$ cat config.mk
export PLATFORM = sky130hd
export DESIGN_NAME = alu_seq_ccr
export DESIGN_NICKNAME = d
export VERILOG_FILES = /design/src/rtl/alu_seq_ccr.sv
export SDC_FILE = /design/constraint.sdc
export NUM_CORES = 1
export LEC_CHECK = 0
export ABC_AREA = 1
export CAP_MARGIN = 0
export CORE_MARGIN = 10
export CORE_UTILIZATION = 56
export DETAILED_ROUTE_END_ITERATION = 12
export PLACE_DENSITY = 0.85
export SETUP_SLACK_MARGIN = 0.2
export SYNTH_ARGS = -nofsm -noshare
export SYNTH_HDL_FRONTEND = slang
export SYNTH_SLANG_ARGS = --single-unit
$ cat constraint.sdc
create_clock -name clk -period 2.9 [get_ports clk]
set_clock_uncertainty 0.2 [all_clocks]
set_input_delay 0.725 -clock clk [delete_from_list [all_inputs] [get_ports clk]]
set_output_delay 0.725 -clock clk [all_outputs]
set_load 0.005 [all_outputs]
$ cat src/rtl/alu_seq_ccr.sv
// alu_seq_ccr -- execute-stage ALU with registered result and condition-code
// register {N,C,Z}. Single-cycle ops update out/flag on the accepting edge; an
// optional unsigned multiply (op 4'b1101, MUL_EN=1) runs a WIDTH-cycle
// shift-add loop and holds off new ops through in_ready/busy.
//
// Ports
//   clk, rst          clock (rising edge), asynchronous active-high reset
//   in_valid          operation presented this cycle
//   in_ready          ~busy; an op is accepted on in_valid & in_ready
//   aluControl        4-bit opcode
//   in1, in2          operands (in1 is also the unsigned shift amount)
//   flush             aborts a running multiply / suppresses the op accepted now
//   flag_restore_en   load CCR from flag_restore (beats any flag update)
//   flag_restore      {N,C,Z} restore value
//   out               registered result
//   out_valid         one-cycle pulse when out holds a new result
//   flag              registered CCR {N,C,Z}
//   busy              multiply in progress
module alu_seq_ccr #(
    parameter int WIDTH  = 16,
    parameter bit MUL_EN = 1'b1
) (
    input  logic             clk,
    input  logic             rst,
    input  logic             in_valid,
    output logic             in_ready,
    input  logic [3:0]       aluControl,
    input  logic [WIDTH-1:0] in1,
    input  logic [WIDTH-1:0] in2,
    input  logic             flush,
    input  logic             flag_restore_en,
    input  logic [2:0]       flag_restore,
    output logic [WIDTH-1:0] out,
    output logic             out_valid,
    output logic [2:0]       flag,
    output logic             busy
);

    localparam int CW = $clog2(WIDTH);
    localparam logic [CW-1:0] LAST = CW'(WIDTH - 1);
    localparam logic [WIDTH-1:0] W_AMT = WIDTH'(WIDTH);
    localparam logic [3:0] OP_MUL = 4'b1101;

    typedef enum logic {IDLE, RUN} state_t;

    state_t             state_q;
    logic [CW-1:0]      cnt_q;
    logic [WIDTH-1:0]   out_q;
    logic               vld_q;
    logic [2:0]         flag_q;

    logic [2*WIDTH-1:0] acc_q, mcand_q, acc_d;
    logic [WIDTH-1:0]   mplier_q;

    logic [WIDTH-1:0]   res_d;
    logic [WIDTH:0]     ext_d;
    logic               wr_d, set_nz_d, set_c_d, c_d;
    logic               accept, mul_start;

    assign busy      = (state_q == RUN);
    assign in_ready  = ~busy;
    assign out       = out_q;
    assign out_valid = vld_q;
    assign flag      = flag_q;

    assign accept    = in_valid & in_ready;
    assign mul_start = MUL_EN && accept && !flush && (aluControl == OP_MUL);

    // One shift-add step; on the last RUN cycle this is the full product.
    assign acc_d = acc_q + (mplier_q[0] ? mcand_q : '0);

    // Single-cycle result and flag-update selects.
    always_comb begin
        res_d    = '0;
        ext_d    = '0;
        wr_d     = 1'b0;
        set_nz_d = 1'b0;
        set_c_d  = 1'b0;
        c_d      = flag_q[1];
        case (aluControl)
            4'b0001: begin res_d = ~in2; wr_d = 1'b1; set_nz_d = 1'b1; end
            4'b0010, 4'b0100, 4'b0111, 4'b1000: begin
                case (aluControl)
                    4'b0010: ext_d = {1'b0, in1} + {1'b0, in2};
                    4'b0100: ext_d = {1'b0, in1} - {1'b0, in2};
                    4'b0111: ext_d = {1'b0, in2} + 1'b1;
                    default: ext_d = {1'b0, in2} - 1'b1;
                endcase
                // Bit WIDTH is carry for add/inc and borrow for sub/dec.
                res_d = ext_d[WIDTH-1:0];
                c_d   = ext_d[WIDTH];
                wr_d = 1'b1; set_nz_d = 1'b1; set_c_d = 1'b1;
            end
            4'b0011: begin res_d = in1; wr_d = 1'b1; end
            4'b0101: begin res_d = in1 & in2; wr_d = 1'b1; set_nz_d = 1'b1; end
            4'b0110: begin res_d = in1 | in2; wr_d = 1'b1; set_nz_d = 1'b1; end
            4'b1001: begin set_c_d = 1'b1; c_d = 1'b1; end
            4'b1010: begin set_c_d = 1'b1; c_d = 1'b0; end
            4'b1011, 4'b1100: begin
                wr_d = 1'b1; set_nz_d = 1'b1;
                if (in1 == '0) begin
                    res_d = in2;              // zero shift leaves C alone
                end else if (in1 > W_AMT) begin
                    res_d = '0; set_c_d = 1'b1; c_d = 1'b0;
                end else if (aluControl == 4'b1011) begin
                    // Extra top bit catches the last bit shifted out.
                    ext_d = {1'b0, in2} << in1;
                    res_d = ext_d[WIDTH-1:0]; set_c_d = 1'b1; c_d = ext_d[WIDTH];
                end else begin
                    ext_d = {in2, 1'b0} >> in1;
                    res_d = ext_d[WIDTH:1]; set_c_d = 1'b1; c_d = ext_d[0];
                end
            end
            default: ;
        endcase
    end

    // Control FSM, result and CCR registers.
    always_ff @(posedge clk or posedge rst) begin
        if (rst) begin
            state_q <= IDLE;
            cnt_q   <= '0;
            out_q   <= '0;
            vld_q   <= 1'b0;
            flag_q  <= 3'b000;
        end else begin
            vld_q <= 1'b0;
            case (state_q)
                RUN: begin
                    if (flush) begin
                        state_q <= IDLE;
                    end else if (cnt_q == LAST) begin
                        state_q <= IDLE;
                        out_q   <= acc_d[WIDTH-1:0];
                        vld_q   <= 1'b1;
                        flag_q  <= {acc_d[WIDTH-1], |acc_d[2*WIDTH-1:WIDTH],
                                    (acc_d[WIDTH-1:0] == '0)};
                    end else begin
                        cnt_q <= cnt_q + 1'b1;
                    end
                end
                default: begin
                    if (mul_start) begin
                        state_q <= RUN;
                        cnt_q   <= '0;
                    end else if (accept && !flush) begin
                        if (wr_d) begin
                            out_q <= res_d;
                            vld_q <= 1'b1;
                        end
                        if (set_nz_d) begin
                            flag_q[2] <= res_d[WIDTH-1];
                            flag_q[0] <= (res_d == '0);
                        end
                        if (set_c_d) flag_q[1] <= c_d;
                    end
                end
            endcase
            // Last assignment wins: restore overrides any update above.
            if (flag_restore_en) flag_q <= flag_restore;
        end
    end

    // Multiplier datapath: no reset needed, loaded on every multiply start.
    always_ff @(posedge clk) begin
        if (mul_start) begin
            acc_q    <= '0;
            mcand_q  <= {{WIDTH{1'b0}}, in1};
            mplier_q <= in2;
        end else if (state_q == RUN) begin
            acc_q    <= acc_d;
            mcand_q  <= mcand_q << 1;
            mplier_q <= mplier_q >> 1;
        end
    end

endmodule
==> flow_summary.json, run 1 <==
{
  "cts_buffers": 9,
  "synth_seq_area_share_pct": 22.56,
  "cts_sinks": 105,
  "ys_types": 59,
  "worstEpCategory": "sequential cell input",
  "grt-worst-endpoint": "out[4]$_DFFE_PP0P_/D",
  "yosys_most_used_dff": "dfxtp_1",
  "place_area_um2": 15180,
  "cts_buffer_depth": 2,
  "syn_avg_cell_area_um2": 6.404,
  "syn_inst": 1763,
  "fp.dieH_um": 162.0,
  "rows": 51,
  "async_reset_ff_share_pct": 23.81,
  "ys.warnings.count": 0,
  "place.gp.congestion": 1.073,
  "lastStage": "global routing",
  "port_buffers": 65,
  "die_w_um": 162.0,
  "syn-cell-area_um2": 11290,
  "cts_root_buf": "clkbuf_16",
  "io_pins": 66,
  "syn-num-nets": 1906,
  "synth_edf_count": 32,
  "synth_seq_cells": 105,
  "h-tree-depth": 3,
  "post-dp-hpwl_mm": 36.12,
  "grt_max_degree": 69,
  "firstError": "[ERROR DPL-0038] Utilization greater than 100%, impossible to legalize",
  "start_util_pct": 57.45,
  "status": "aborted with a tool error"
}
==> what timing repair did <==
action	CTS
cloned	7
hold endpoints to repair	0
hold buffers	0
setup buffers	52
pin swaps	142
resized for setup	416
setup endpoints to repair	120
==> synth_stat cells, types with 19 or more instances <==
cell type    n  area (µm²)
a21oi_1    114       570.6
a31oi_1     23       143.9
clkbuf_1    28       105.1
dfrtp_1     25       625.6
dfxtp_1     48       960.9
edfxtp_1    32       960.9
ha_1        96        1201
inv_1      192       720.7
nand2_1    469        1760
nand3_1    168       840.8
nand4_1     49       306.5
nor2_1     151       566.8
nor3_1      19       95.09
o21ai_0     94       470.5
o22ai_1     27       168.9
xor2_1      24       210.2
==> per-stage QoR <==
stage	std cells	util [%]	TNS (ns)	setup WS (ns)
floorplan	1763	-	-0.9412	-0.3216
global placement	2426	77.24	-40.00	-1.222
detailed placement	2426	77.24	-43.99	-1.266
CTS	2501	89.23	-3.050	-0.3407
==> cell families after synthesis <==
| logic type | after synthesis | synth area share, % |
|---|---|---|
| simple gates | 903 | 35.39 |
| compound gates | 342 | 18.04 |
| buf+inv | 279 | 10.11 |
| flops | 105 | 22.56 |
| fa+ha+maj | 99 | 11.17 |
| xor+xnor | 34 | 2.637 |
| mux | 1 | 0.08866 |
==> inputs of run 2 (changes only) <==
--- a/config.mk
+++ b/config.mk
@@ -8,10 +8,9 @@
 export ABC_AREA = 1
 export CAP_MARGIN = 0
 export CORE_MARGIN = 10
-export CORE_UTILIZATION = 56
+export CORE_UTILIZATION = 40
 export DETAILED_ROUTE_END_ITERATION = 12
-export PLACE_DENSITY = 0.85
-export SETUP_SLACK_MARGIN = 0.2
+export PLACE_DENSITY_LB_ADDON = 0.15
 export SYNTH_ARGS = -nofsm -noshare
 export SYNTH_HDL_FRONTEND = slang
 export SYNTH_SLANG_ARGS = --single-unit
==> constraint.sdc (replaced) <==
create_clock -name clk -period 3.8 [get_ports clk]
set_clock_uncertainty 0.2 [all_clocks]
set_input_delay 0.95 -clock clk [delete_from_list [all_inputs] [get_ports clk]]
set_output_delay 0.95 -clock clk [all_outputs]
set_load 0.005 [all_outputs]
==> run 2 against run 1 <==
Effect of this change:
- the flow now finishes without violations
- area after synthesis did not move
- synthesized cell count did not move
==> flow_summary.json, run 2 <==
{
  "status": "completed",
  "grt_pass1_wl_mm": 71.15,
  "routed_wl_mm": 45.94,
  "yosys_most_used_dff": "dfxtp_1",
  "drive_gt1_share_pct": 22.00,
  "syn_inst": 1763,
  "antenna_left": 0,
  "setup_viol": 0,
  "power_density_nw_per_um2": 360.5,
  "syn_avg_cell_area_um2": 6.404,
  "required_ns": 3.90,
  "cts_sinks": 105,
  "dieArea_um2": 35350,
  "vias": 13080,
  "die_w_um": 188.0,
  "slew_viol_final": 0,
  "fin_crit_ns": 3.688,
  "grt_max_degree": 69,
  "ys_types": 59,
  "ys_top_cells_by_area": "nand2_1 16%, ha_1 11%, dfxtp_1 8.5%, edfxtp_1 8.5%, nand3_1 7.4%",
  "rows": 61,
  "worstPathArrival_ns": 3.78,
  "num-fill-cells": 2865,
  "hold_class": "flop to flop",
  "place.gp.congestion": 1.001,
  "fmax_ghz": 0.2711,
  "cts_root_buf": "clkbuf_16",
  "cts_buffers": 9,
  "synth_area_leader_cell": "nand2_1",
  "area_delta_synth_final_pct": 34.06,
  "worstPathMaxFanout": 5,
  "place_area_um2": 14380,
  "drtIter0Drc": 953,
  "antenna_found_initial": 0,
  "most-common-layout-cells": "460 x nand2_1, 283 x buf_4, 188 x inv_1, 149 x nand3_1, 142 x nor2_1",
  "fin_nets": 2220,
  "cts-hold-fix-buffers": 0,
  "clock_latency_ns": 0.36,
  "syn-num-nets": 1906,
  "cts.clk_slew.worst_paths_ns": 0.08,
  "post-dp-hpwl_mm": 37.54,
  "hold_viol": 0,
  "top_regs": "acc_q: 32 flops, mcand_q: 32 flops",
  "h-tree-depth": 3,
  "grt_setup_unrepaired": "yes",
  "finish.instance_area_um2": 15140,
  "start_util_pct": 40.64,
  "dp.cells": 2431,
  "synth_edf_count": 32,
  "synth_top_cell_area_share_pct": 15.59,
  "async_reset_ff_share_pct": 23.81,
  "final_common_cell": "nand2_1",
  "tns_ns": 0,
  "io_pins": 66,
  "first_pass_iters": 7,
  "synth_seq_cells": 105,
  "max_cap_viol_count": 0,
  "port_buffers": 65,
  "grt_pass1_vias": 12750,
  "cts_tree": "done",
  "syn-cell-area_um2": 11290,
  "yosysMostFrequentCell": "nand2_1",
  "drc_errors": 0,
  "crit_type": "input pin to flop",
  "fp.dieH_um": 188.0,
  "final_cells": 2460,
  "worst_pin_slew_ns": 0.5594,
  "slew_headroom_pct": 62.58,
  "cts_buffer_depth": 2,
  "core_um2": 27780,
  "post-route-period-util_pct": 97.06,
  "via_per_inst": 5.315,
  "peakVddDrop_v": 0.0003215,
  "ys_top_cells_by_count": "469 x nand2_1, 192 x inv_1, 168 x nand3_1, 151 x nor2_1, 114 x a21oi_1",
  "finalCoreUtilization_pct": 54.49,
  "grt_overflow": 0,
  "endpoint_kind": "flop",
  "worstSetupStartpointType": "input pin",
  "holdWs_ns": 0.2606,
  "synth_seq_area_share_pct": 22.56,
  "ys.warnings.count": 0,
  "p_leak_nw": 7.635,
  "grt_usage_pct": 25.16,
  "detail_route.wl_per_cell_um": 18.67,
  "num_antenna_cells": 0
}
[run 2: cell counts after synthesis]
Identical to the previous run, type by type.
[run 2: worst max-delay path, cell delays in order]
cell and delay (ns):
buf_8 0.11, buf_6 0.11, nor2_4 0.14, inv_4 0.05
nor2_4 0.15, buf_6 0.14, buf_16 0.10, a21oi_1 0.04
ha_1 0.33, a21o_1 0.20, buf_4 0.15, nand3_2 0.06
nand2_2 0.07, a21oi_2 0.16, nand3_1 0.10, nand3_2 0.10
nand2_1 0.06, nand2_1 0.07, nand3_2 0.08, nor2_1 0.10
nand2_1 0.08, nor2_2 0.14, nand3_1 0.09, nand2_1 0.08
nand2_1 0.05, nand2_1 0.06
[run 2: final cells by class]
class	instances	area, µm²	share of cell area (%)
multi-input combinational	1379	7903	52.21
timing repair buffer	364	3049	20.14
sequential	105	2547	16.83
inverter	218	833.3	5.505
tap	378	473.0	3.124
clock buffer	9	225.2	1.488
clock inverter	7	106.4	0.7026
[run 2: kinds of logic after synthesis]
| family | count (synthesis) | share of synthesized area, % |
|---|---|---|
| AO/OA/AOI/OAI | 342 | 18.04 |
| XOR/XNOR | 34 | 2.637 |
| adder cells (fa/ha/maj) | 99 | 11.17 |
| buffers and inverters | 279 | 10.11 |
| flip-flops | 105 | 22.56 |
| multiplexers | 1 | 0.08866 |
| AND/OR/NAND/NOR | 903 | 35.39 |
[run 2: metrics by stage]
step / total power, mW / setup WS, ns
floorplan: 3.293 / 0.002120
global placement: 4.298 / -0.7838
detailed placement: 4.323 / -0.8043
CTS: 5.432 / 0.006723
global route: 5.861 / -0.09498
finish: 5.457 / 0.1116
[run 2: metal layers]
metal | wire, µm | up-vias | global-route usage (%) | part of all wire (%)
met5 | 0 | - | 0 | 0
met4 | 1249 | 0 | 6.892 | 2.7
met3 | 2439 | 57 | 2.468 | 5.3
met2 | 22010 | 379 | 43.52 | 48
met1 | 20240 | 6079 | 32.46 | 44
li1 | - | 6560 | - | -
[run 2: report_power, final]
group	leakage (nW)	internal, mW	switching [mW]	total [mW]
Clock	0.163	0.593	0.469	1.06
Combinational	6.47	1.17	1.60	2.77
Sequential	0.998	1.45	0.175	1.63
[run 2: final timing paths]
| kind | start | endpoint | slack, ns | cells after the start |
|---|---|---|---|---|
| setup / recovery | aluControl[3] | flag[0]$_DFFE_PP0P_ | 0.11 | 26 |
| hold / removal | acc_q[7]$_SDFFE_PP0P_ | acc_q[7]$_SDFFE_PP0P_ | 0.26 | 2 |
| setup reg to reg | mplier_q[0]$_DFFE_PP_ | flag[1]$_DFFE_PP0P_ | 0.39 | 18 |
| hold reg to reg | acc_q[7]$_SDFFE_PP0P_ | acc_q[7]$_SDFFE_PP0P_ | 0.26 | 2 |
| max in group asynchronous | rst | flag[2]$_DFFE_PP0P_ | 2.24 | 3 |
| min in group asynchronous | rst | out_valid$_DFF_PP0_ | 0.60 | 2 |
[run 2: timing repair]
action	4_1_cts	5_1_grt
setup buffers	9	4
pin swaps	32	34
gates cloned	1	0
resized for setup	56	59
endpoints found under the setup margin	16	14
Power figures use the tool's default switching activity.
==> inputs of run 3 (changes only) <==
--- a/config.mk
+++ b/config.mk
@@ -9,8 +9,10 @@
 export CAP_MARGIN = 0
 export CORE_MARGIN = 10
 export CORE_UTILIZATION = 40
+export CTS_BUF_LIST = sky130_fd_sc_hd__clkbuf_8
 export DETAILED_ROUTE_END_ITERATION = 12
 export PLACE_DENSITY_LB_ADDON = 0.15
 export SYNTH_ARGS = -nofsm -noshare
 export SYNTH_HDL_FRONTEND = slang
 export SYNTH_SLANG_ARGS = --single-unit
+export TNS_END_PERCENT = 1
==> run 3 against run 2 <==
Effect of this change:
- critical path depth is the same
- worst setup slack gained 0.027 ns
- clock power shrank 22%
- first-iteration DRC count grew 4.3%
- die area is the same
- highest routed layer unchanged
==> flow_summary.json, run 3 (synthesis gave the netlist of run 2 again) <==
{
  "status": "completed",
  "crit_top_cell": "nand2_1",
  "crit_type": "input pin to flop",
  "cts_buffer_depth": 2,
  "rrSetupSlack_ns": 0.38,
  "port_buffers": 65,
  "grt_overflow": 0,
  "clock_latency_ns": 0.39,
  "slew_viol_final": 0,
  "fin_crit_ns": 3.662,
  "dp.cells": 2431,
  "post-dp-hpwl_mm": 37.54,
  "p_leak_nw": 7.587,
  "fmax_ghz": 0.2731,
  "cts_buffers": 9,
  "drc_errors": 0,
  "die_w_um": 188.0,
  "num-fill-cells": 2888,
  "num_antenna_cells": 0,
  "antenna_found_initial": 0,
  "tns_ns": 0,
  "start_util_pct": 40.64,
  "worstSetupStartpointType": "input pin",
  "worst_pin_slew_ns": 0.5640,
  "core_um2": 27780,
  "max_cap_viol_count": 0,
  "hold_end": "acc_q[11]$_SDFFE_PP0P_",
  "worstPathArrival_ns": 3.79,
  "first_pass_iters": 6,
  "cts.clk_slew.worst_paths_ns": 0.10,
  "grt_pass1_wl_mm": 71.21,
  "required_ns": 3.93,
  "fp.dieH_um": 188.0,
  "drive_gt1_share_pct": 22.04,
  "whs_path_depth": 2,
  "endpoint_kind": "flop",
  "r2r-start": "mplier_q[0]$_DFFE_PP_",
  "via_per_inst": 5.309,
  "area_delta_synth_final_pct": 32.83,
  "final_cells": 2461,
  "hold_class": "flop to flop",
  "peakVddDrop_v": 0.0002854,
  "grt_pass1_vias": 12710,
  "r2r_cells": 18,
  "post-route-period-util_pct": 96.36,
  "cts-hold-fix-buffers": 0,
  "grt_max_degree": 69,
  "antenna_left": 0,
  "grt_setup_unrepaired": "yes",
  "final_common_cell": "nand2_1",
  "slew_headroom_pct": 62.27,
  "h-tree-depth": 3,
  "critPathSlowestCell": "ha_1",
  "hold_viol": 0,
  "routed_wl_mm": 46.01,
  "holdWs_ns": 0.2638,
  "fin_nets": 2221,
  "power_density_nw_per_um2": 347.8,
  "detail_route.wl_per_cell_um": 18.70,
  "place.gp.congestion": 1.001,
  "cts_root_buf": "clkbuf_8",
  "grt_usage_pct": 25.17,
  "vias": 13070,
  "drtIter0Drc": 994,
  "cts_tree": "done",
  "ff_latch_area_um2": 2547,
  "hold_start": "acc_q[11]$_SDFFE_PP0P_",
  "rows": 61,
  "most-common-layout-cells": "460 x nand2_1, 286 x buf_4, 188 x inv_1, 152 x nand3_1, 138 x nor2_1",
  "max_stage_delay_ns": 0.35,
  "top_regs": "acc_q: 32 flops, mcand_q: 32 flops",
  "multiInputGateArea_um2": 7865,
  "worstPathMaxFanout": 5,
  "cts_sinks": 105,
  "worstReg2RegEnd": "flag[1]$_DFFE_PP0P_",
  "setup_viol": 0,
  "dieArea_um2": 35350,
  "io_pins": 66
}
-- run 3: critical path: cells and delay by family --
family | cells | cell delay (ns)
simple gates | 16 | 1.44
buf+inv | 6 | 0.65
compound gates | 3 | 0.41
fa+ha+maj | 1 | 0.35
-- run 3: report_power, final --
part | internal [mW] | switching (mW) | leakage, nW | total [mW]
sequential | 1.45 | 0.175 | 0.998 | 1.63
combinational | 1.17 | 1.60 | 6.47 | 2.77
clock | 0.386 | 0.440 | 0.117 | 0.826
-- run 3: worst max-delay path by stage --
stage                             start                   to  slack, ns  depth (start not counted)
after floorplan           aluControl[3]  flag[0]$_DFFE_PP0P_      0.002                         22
after global placement    aluControl[2]  flag[0]$_DFFE_PP0P_      -0.78                         25
after detailed placement  aluControl[2]  flag[0]$_DFFE_PP0P_      -0.80                         24
after CTS                 aluControl[3]  flag[0]$_DFFE_PP0P_      0.002                         25
after global routing      aluControl[3]  flag[0]$_DFFE_PP0P_      -0.06                         24
final                     aluControl[3]  flag[0]$_DFFE_PP0P_       0.14                         26
-- run 3: final cells by class --
class | count | area share (%)
Clock buffer | 9 | 0.8259
Clock inverter | 7 | 0.7091
Inverter | 218 | 5.556
Multi-Input combinational cell | 1379 | 52.44
Sequential cell | 105 | 16.99
Tap cell | 378 | 3.153
Timing Repair Buffer | 365 | 20.33
-- run 3: stage by stage --
| stage | utilization [%] | power (mW) | area [µm²] | setup WS [ns] |
|---|---|---|---|---|
| after floorplan | - | 3.293 | 11290 | 0.002120 |
| after global placement | 51.75 | 4.298 | 14380 | -0.7838 |
| after detailed placement | 51.75 | 4.323 | 14380 | -0.8043 |
| after CTS | 53.18 | 5.179 | 14780 | 0.001674 |
| after global routing | 53.99 | 5.625 | 15000 | -0.05984 |
| final | 53.99 | 5.217 | 15000 | 0.1383 |
-- run 3: timing repair --
action                                  4_1_cts  5_1_grt
setup buffers                                 6        8
endpoints found under the setup margin       16       14
gates cloned                                  1        0
pin swaps                                    16       40
gates resized for setup                      38       71
-- run 3: metal layers --
metal / share of wire [%] / GRT usage (%)
met5: 0 / 0
met4: 2.6 / 6.954
met3: 5.7 / 2.616
met2: 48 / 43.29
met1: 44 / 32.57
